### src/rtl/systolic_ctrl.sv
// Sequencer for an MxN systolic array: latches W/B, streams skewed operands, captures C.
// Define SYSTOLIC_CTRL_CHECK_EN to build the compare of C against result_exp (pass/mismatch_cnt).
module systolic_ctrl #(
   parameter int unsigned DATA_WIDTH = 8,
   parameter int unsigned ARRAY_W_W  = 2,
   parameter int unsigned ARRAY_W_L  = 5,
   parameter int unsigned ARRAY_A_L  = 2,
   parameter int unsigned DRAIN_CYC  = 1
) (
   input  logic                                           clk,
   input  logic                                           reset_n,
   input  logic                                           start,
   input  logic [ARRAY_W_W*ARRAY_W_L*DATA_WIDTH-1:0]      data_rom_w,
   input  logic [ARRAY_W_L*ARRAY_A_L*DATA_WIDTH-1:0]      data_rom_b,
   input  logic [ARRAY_W_W*ARRAY_A_L*2*DATA_WIDTH-1:0]    result_exp,
   output logic                                           arr_clear,
   output logic [ARRAY_W_W*DATA_WIDTH-1:0]                arr_a,
   output logic [ARRAY_A_L*DATA_WIDTH-1:0]                arr_b,
   output logic                                           arr_valid,
   input  logic [ARRAY_W_W*ARRAY_A_L*2*DATA_WIDTH-1:0]    arr_c,
   output logic [ARRAY_W_W*ARRAY_A_L*2*DATA_WIDTH-1:0]    result,
   output logic                                           busy,
   output logic                                           done,
   output logic                                           pass,
   output logic [7:0]                                     mismatch_cnt
);

   localparam int M        = int'(ARRAY_W_W);
   localparam int K        = int'(ARRAY_W_L);
   localparam int N        = int'(ARRAY_A_L);
   localparam int DW       = int'(DATA_WIDTH);
   localparam int CW       = 2 * DW;
   localparam int FEED_LEN = K + M + N - 2;
   localparam int TW       = $clog2(FEED_LEN + 1);

   localparam logic [TW-1:0] T_LAST     = TW'(FEED_LEN - 1);
   localparam logic [3:0]    DRAIN_LAST = 4'(DRAIN_CYC - 1);

   typedef enum logic [2:0] {StIdle, StClear, StFeed, StDrain, StCheck} state_e;

   state_e                state_q, state_d;
   logic [TW-1:0]         t_q, t_d;
   logic [3:0]            drain_q, drain_d;
   logic                  load;
   logic [M*K*DW-1:0]     w_q;
   logic [K*N*DW-1:0]     b_q;
   logic [M*N*CW-1:0]     result_q;
   logic                  pass_q, pass_d;
   logic [7:0]            mis_q, mis_d;

   always_comb begin
      state_d = state_q;
      t_d     = t_q;
      drain_d = drain_q;
      load    = 1'b0;
      unique case (state_q)
         StIdle: begin
            if (start) begin
               state_d = StClear;
               load    = 1'b1;
            end
         end
         StClear: begin
            state_d = StFeed;
            t_d     = '0;
         end
         StFeed: begin
            if (t_q == T_LAST) begin
               state_d = StDrain;
               drain_d = '0;
            end else begin
               t_d = t_q + TW'(1);
            end
         end
         StDrain: begin
            if (drain_q == DRAIN_LAST) begin
               state_d = StCheck;
            end else begin
               drain_d = drain_q + 4'd1;
            end
         end
         StCheck: state_d = StIdle;
         default: state_d = StIdle;
      endcase
   end

   // Skew: lane i of arr_a carries W[i][t-i], lane j of arr_b carries B[t-j][j].
   always_comb begin
      int k;
      k         = 0;
      arr_clear = (state_q == StClear);
      arr_valid = (state_q == StFeed);
      busy      = (state_q != StIdle);
      done      = (state_q == StCheck);
      arr_a     = '0;
      arr_b     = '0;
      if (state_q == StFeed) begin
         for (int i = 0; i < M; i++) begin
            k = int'(t_q) - i;
            if (k >= 0 && k < K) begin
               arr_a[(M-1-i)*DW +: DW] = w_q[(M*K-1-(i*K+k))*DW +: DW];
            end
         end
         for (int j = 0; j < N; j++) begin
            k = int'(t_q) - j;
            if (k >= 0 && k < K) begin
               arr_b[(N-1-j)*DW +: DW] = b_q[(K*N-1-(k*N+j))*DW +: DW];
            end
         end
      end
   end

`ifdef SYSTOLIC_CTRL_CHECK_EN
   logic [M*N*CW-1:0] exp_q;

   always_ff @(posedge clk) begin
      if (load) begin
         exp_q <= result_exp;
      end
   end

   always_comb begin
      int cnt;
      cnt = 0;
      for (int e = 0; e < M*N; e++) begin
         if (arr_c[e*CW +: CW] != exp_q[e*CW +: CW]) begin
            cnt++;
         end
      end
      pass_d = (cnt == 0);
      mis_d  = (cnt > 255) ? 8'hff : 8'(cnt);
   end
`else
   logic unused_exp;
   assign unused_exp = ^result_exp;
   assign pass_d     = 1'b0;
   assign mis_d      = '0;
`endif

   always_ff @(posedge clk) begin
      if (load) begin
         w_q <= data_rom_w;
         b_q <= data_rom_b;
      end
   end

   always_ff @(posedge clk) begin
      if (!reset_n) begin
         state_q  <= StIdle;
         t_q      <= '0;
         drain_q  <= '0;
         result_q <= '0;
         pass_q   <= 1'b0;
         mis_q    <= '0;
      end else begin
         state_q <= state_d;
         t_q     <= t_d;
         drain_q <= drain_d;
         if (state_q == StCheck) begin
            result_q <= arr_c;
            pass_q   <= pass_d;
            mis_q    <= mis_d;
         end
      end
   end

   assign result       = result_q;
   assign pass         = pass_q;
   assign mismatch_cnt = mis_q;

endmodule

### config.mk
export PLATFORM = sky130hd
export DESIGN_NAME = systolic_ctrl
export DESIGN_NICKNAME = d
export VERILOG_FILES = /design/src/rtl/systolic_ctrl.sv
export SDC_FILE = /design/constraint.sdc
export NUM_CORES = 1
export LEC_CHECK = 0
export ABC_AREA = 0
export BUFFER_PORTS_ARGS = -buffer_cell sky130_fd_sc_hd__buf_2
export CAP_MARGIN = 20
export CORE_MARGIN = 10
export CORE_UTILIZATION = 49
export CTS_CLUSTER_DIAMETER = 120
export DETAILED_ROUTE_END_ITERATION = 12
export HOLD_SLACK_MARGIN = 0.08
export PLACE_DENSITY = 0.8
export REMOVE_ABC_BUFFERS = 1
export SLEW_MARGIN = 20
export SYNTH_ARGS = -nofsm -noshare
export SYNTH_HDL_FRONTEND = slang
export SYNTH_SLANG_ARGS = --single-unit
### constraint.sdc
create_clock -name clk -period 9.28 [get_ports clk]
set_input_delay 0.464 -clock clk [delete_from_list [all_inputs] [get_ports clk]]
set_output_delay 0.464 -clock clk [all_outputs]
set_load 0.005 [all_outputs]
### Yosys cells after proc, flatten, opt, wreduce, memory -nomap -nowiden

Cells that the tools add are included.

| word-level totals | value |
|---|---|
| register bits | 234 |
| input port bits | 291 |
| output and inout port bits | 109 |
| logic and storage cells | 60 |

| cells by class | value |
|---|---|
| add/subtract/negate cells | 9 |
| $lt $le $gt $ge | 4 |
| equal/unequal tests | 10 |
| shift-type cells | 4 |
| multiplexer cells | 17 |
| reductions and logical operators | 10 |

Operators with widths:

| kind | number |
|---|---|
| $shiftx 80x8->8 | 2 |
| $shiftx 80x10->8 | 1 |
| $shiftx 80x32->8 | 1 |
| $mux 16 | 2 |
| $mux 8 | 4 |
| $sub 5x29->29 const A | 1 |
| $mux 3 | 4 |
| $pmux 3 s4 | 1 |
| $mux 4 | 2 |
| $ne 2x2->1 const B | 4 |
| $pmux 4 s2 | 1 |
| $sub 5x6->7 const A | 1 |
| $add 5x2->6 const B | 1 |
| $eq 3x2->1 const B | 2 |
| $eq 3x3->1 const B | 2 |
| $pmux 3 s2 | 1 |
| $reduce_and 3->1 | 2 |
| $add 4x4->5 const A | 1 |
| $sub 4x3->5 const A | 1 |
| $sub 4x4->5 const A | 1 |
| $add 4x1->4 const B | 1 |
| $ge 4x1->1 const B | 1 |
| $logic_not 4->1 | 1 |
| $lt 4x4->1 const B | 1 |
| 12 further kinds | 15 |

### Logic depth before layout (Yosys ltp)

| logic depth | value |
|---|---|
| depth in word-level cells | 6 |
| gate-level depth with buffers | 14 |
| gate-level depth less buffers | 8 |

### Least setup slack after synthesis

No wires, ideal clock.

| timing path | value |
|---|---|
| path kind | register to register |
| from | reg state_q[0] |
| to | reg b_q[0], enable pin |
| setup time | 682 ps |
| arrival time | 7,477 ps |
| required time | 8,598 ps |
| slack | 1,121 ps |
| cell stages (with the launch flop) | 4 |
| path buffers | 1 |
| period minus slack after synthesis | 8,159 ps |
| cell sequence | dfxtp_1 -> buf_2 -> or3_1 -> nor2_1 |

| between the ends | value |
|---|---|
| word-level cells in the longest chain between the ends | 2 |

Ends and longest elaborated chain:

| what | RTL line | source |
|---|---|---|
| start: declaration | 41 | `state_e state_q, state_d;` |
| start signal: assignment | 149 | `state_q <= StIdle;` |
| start signal: assignment | 156 | `state_q <= state_d;` |
| $logic_not 3->1 | 56 | `unique case (state_q)` |
| $mux 1 | 56 |  |
| named net load | 44 | `logic load;` |
| end signal: assignment | 143 | `b_q <= data_rom_b;` |
| end: declaration | 46 | `logic [K*N*DW-1:0] b_q;` |

The timed path passes the listed nets, and every way through them passes these cells.
A chain may end at the register's enable or synchronous reset.

### Final worst setup path

| timing path | value |
|---|---|
| from | reg t_q[0] |
| to | out arr_a[6] |

| between the ends | value |
|---|---|
| word-level cells in the longest chain between the ends | 6 |
| elaborated cells between the ends (all ways) | 9 |
| classes of those cells | add/sub: 3; order compare: 2; shift: 1; mux: 2; reduce/logical: 1 |

Ends and longest elaborated chain:

| what | RTL line | source |
|---|---|---|
| start: declaration | 42 | `logic [TW-1:0] t_q, t_d;` |
| start signal: assignment | 157 | `t_q <= t_d;` |
| $sub 3x1->4 * | 99 | `k = int'(t_q) - i;` |
| $add 4x4->5 | 101 | `arr_a[(M-1-i)*DW +: DW] = w_q[(M*K-1-(i*K+k))*DW +: DW];` |
| $sub 5x29->29 | 101 |  |
| $shiftx 80x32->8 | 101 |  |
| $mux 8 * | 100 | `if (k >= 0 && k < K) begin` |
| $mux 16 * | 97 | `if (state_q == StFeed) begin` |
| end: declaration | 17 | `output logic [ARRAY_W_W*DATA_WIDTH-1:0] arr_a,` |

Every way passes the cells marked *; elsewhere a longest branch is shown, timed or not.

==> results.md <==
- The critical path is of the reg -> out type.
- The clock passes through at most 3 buffers.
- The placeable core region is between 0.02 and 0.025 mm2.
- The top cell types in the final layout, fill and taps aside, are buf_2, nand2_1, edfxtp_1.
- The power per unit of standard cell area is between 150 and 200 mW/mm2.
- CTS built an H-tree with a depth of 1.
- Clock tree synthesis inserted a total of 26 buffers.
- The quantity of gates resized following cts is 0.
- After layout, the design draws a total of between 0.002 and 0.003 W.
- The clock network latency to the later pin of the worst-skew pair is roughly 520 ps.
- IR analysis of the VDD net gives a maximum drop of between 0.0001 and 0.00015 V.
- The number of unique standard cell types used by synthesis is 53.
- TritonCTS built the clock tree.
- The number of cell rows is 52.
- The number of iterations in the first detailed-routing pass is 5.
- A synthesized cell averages 13.29 um2.
- The wire length of the first global-routing pass is 43.67 mm.
- The flow ran to the end, and the final reports show no timing, DRC or antenna violations.
- Summing the sequential cell areas from Yosys gives ~61% of the chip area.
- The number of hold buffers added after CTS was 0.
- The fill cell instance count of the final layout is 1,563.
- The remaining global-route overflow is 0.
- The proportion of synthesized flip-flops having asynchronous set or reset is 0%.
- The final weighted congestion in routability-driven placement is approximately 0.84.
- In the final routed layout, each cell accounts on average for between 20 and 25 um.
- Post-CTS timing repair inserted 0 buffers for setup.
- Among all flip-flop cells after synthesis, the most frequent one is edfxtp_1.
- In this run the horizontal extent of the chip is 164.8 um.
- The area overhead of the layout relative to synthesis is 25.40%.
- The total standard cell area after synthesis is just over 0.01 mm2.
- The initial antenna violation count is 8.
- The most common library cell in the layout ignoring fill and taps is buf_2.
- For this block, the via count after detailed routing is ~7,500.
- The worst setup path is launched from a register.
- The max-slew violation count is 0.
- The sum of negative setup slack is 0 ps.
- The count of mapped cells out of synthesis is 773.
- At the pin with the least slew margin, the transition time is 1035 ps.
- The ratio of final minimum period to clock period is between 40 and 50%.
- Setup repair after global routing left no endpoint under its margin.
- The pin count of the biggest net entering global routing is 74.
- Once layout is done, the placed cells without fillers occupy approximately 0.013 mm2.
- The smallest clock period supported by the final layout is computed as 4490 ps.
- The post-route netlist has between 40% and 50% of its cells at a drive strength greater than 1.
- The worst setup path is captured at a primary output.
- Along the worst path, the maximum fanout reaches 45.
- The final number of setup-violating endpoints is 0.
- The height of the chip is between 150 and 200 um.
- The clock arrives with 6.007 ps of skew.
- Summed over all layers, the routed wires come to 29.38 mm.
- The leakage power summed over all cells is ~5.2 nW.
- The total of buffers placed on input and output ports is between 300 and 400.
- The root buffer selected by CTS is clkbuf_16.
- The die footprint is roughly 0.027 mm2.
- The synthesized design contains approximately 230 register bits.
- In the routed layout, each cell is associated on average with a via count of 5.481.
- For this block, the initial DRC count from the detailed router was 666.
- The post-place instance area is 0.01196 mm2.
- For this configuration, the core starts out at a cell density of roughly half.
- The number of global-route vias before repair is ~8,000.
- The HPWL after detailed placement is a little over 20 mm.
- The final hold violation count was 0.
- For this design, the sink count on the clock tree is around 230.
- At the worst endpoint, the arrival time is roughly 4000 ps.
- After detailed routing, the number of remaining DRC violations is 0.
- The clock transition at the registers of the reported paths is about 60 ps.
- During synthesis, Yosys emitted a total of 0 warnings.
- The count of nets left with antenna violations after detail routing is 0.
- The worst endpoint required time is ~9000 ps.
- The worst slew slack as a fraction of its limit is 30.94%.
- The overall fraction of global-route tracks in use is 20.63%.
- The number of flops mapped to enable cells by yosys is 160.
- The net total in the final layout is 1,382.
- 400 I/O pins were placed.
- Static timing analysis puts the maximum clock frequency at approximately 220 MHz.
- The worst min-delay path class is in -> reg.
- Across the run, the number of max-cap violations was 0.
==> synth_stat cells (all sizes together), types with 2 or more instances <==
master | n | area (um2)
dfxtp | 74 | 1481
nor2 | 17 | 71.32
a221oi | 8 | 70.07
nand3b | 3 | 22.52
o211ai | 2 | 33.78
nor2b | 3 | 18.77
nor3b | 2 | 26.28
xor2 | 2 | 36.29
edfxtp | 160 | 4805
nand3 | 11 | 55.05
o22ai | 8 | 50.05
xnor2 | 5 | 43.79
nor3 | 10 | 50.05
and2 | 10 | 62.56
mux4 | 40 | 900.9
inv | 9 | 33.79
o21ai | 11 | 58.81
o311a | 2 | 31.28
a22oi | 8 | 60.06
clkbuf | 24 | 93.84
ha | 12 | 150.1
o221ai | 8 | 70.07
buf | 40 | 295.3
a2111oi | 8 | 120.1
a21oi | 13 | 65.06
and3b | 8 | 70.07
mux2i | 25 | 250.2
a21boi | 67 | 503.0
nand2 | 171 | 646.9
a31oi | 3 | 18.77
==> report_power, final <==
group / total, W / switching, W / internal [W]
clock: 0.00106 / 0.000417 / 0.000642
sequential: 0.00121 / 0.0000228 / 0.00118
combinational: 0.000309 / 0.000167 / 0.000142
==> per-stage QoR <==
stage / utilization, % / setup WS [ps] / instances / hold slack (ps)
after floorplan: - / 1163 / 717 / 459.9
after global placement: 58.54 / 5411 / 1320 / 450.6
after detailed placement: 58.54 / 5354 / 1320 / 458.6
after CTS: 62.86 / 4790 / 1368 / 91.15
after global routing: 62.97 / 4541 / 1369 / 91.03
final: 63.07 / 4790 / 1377 / 111.8
==> kinds of logic (layout without fill, tap and decap cells) <==
family | Yosys count | after routing | share of synthesized area, %
compound gates | 143 | 143 | 11.06
xor+xnor | 7 | 7 | 0.7794
fa+ha+maj | 12 | 12 | 1.461
buf+inv | 73 | 391 | 4.116
flops | 234 | 234 | 61.18
mux | 65 | 65 | 11.20
other cells | 1 | 17 | 0.03650
simple gates | 238 | 238 | 10.17
==> cell type report <==
type	instances	area, um2	share of cell area, %
clock inverters	17	192.7	1.495
inverters	9	33.78	0.2622
multi-input cells	474	3616	28.06
clock buffers	31	690.7	5.360
repair buffers	334	1707	13.25
flip-flops and latches	234	6287	48.80
diodes	8	20.02	0.1554
well taps	270	337.8	2.622
==> routing by layer <==
| layer | vias up | track usage [%] | wire length [um] |
|---|---|---|---|
| met5 | - | 0 | 38 |
| met4 | 6 | 6.562 | 724 |
| met3 | 58 | 8.688 | 3832 |
| met2 | 407 | 34.24 | 14240 |
| met1 | 3608 | 23.77 | 10540 |
| li1 | 3469 | - | - |
==> sequential cells by signal, summed over array words and instances, names as in the netlist <==
name     flops
b_q         80
drain_q      4
result      64
state_q      3
t_q          3
w_q         80
==> critical path, stage by stage (launching register included) <==
cell       delay, ps
dfxtp_2          320
inv_2            460
ha_2             310
buf_4            550
and2_1           750
a22oi_1          140
nor2_1           170
and3b_1          200
a2111oi_2        370
buf_2            200
==> path summary, 6_finish.rpt <==
path / start / to / slack [ps] / depth (start not counted)
worst min register to register: result[35] / result[35] / 460 / 2
worst max-delay path: t_q[0] / arr_a[6] / 4790 / 9
worst min-delay path: data_rom_b[56] / b_q[56] / 110 / 1
worst max register to register: state_q[2] / w_q[20] / 6450 / 3
(Power assumes the default switching activity.)
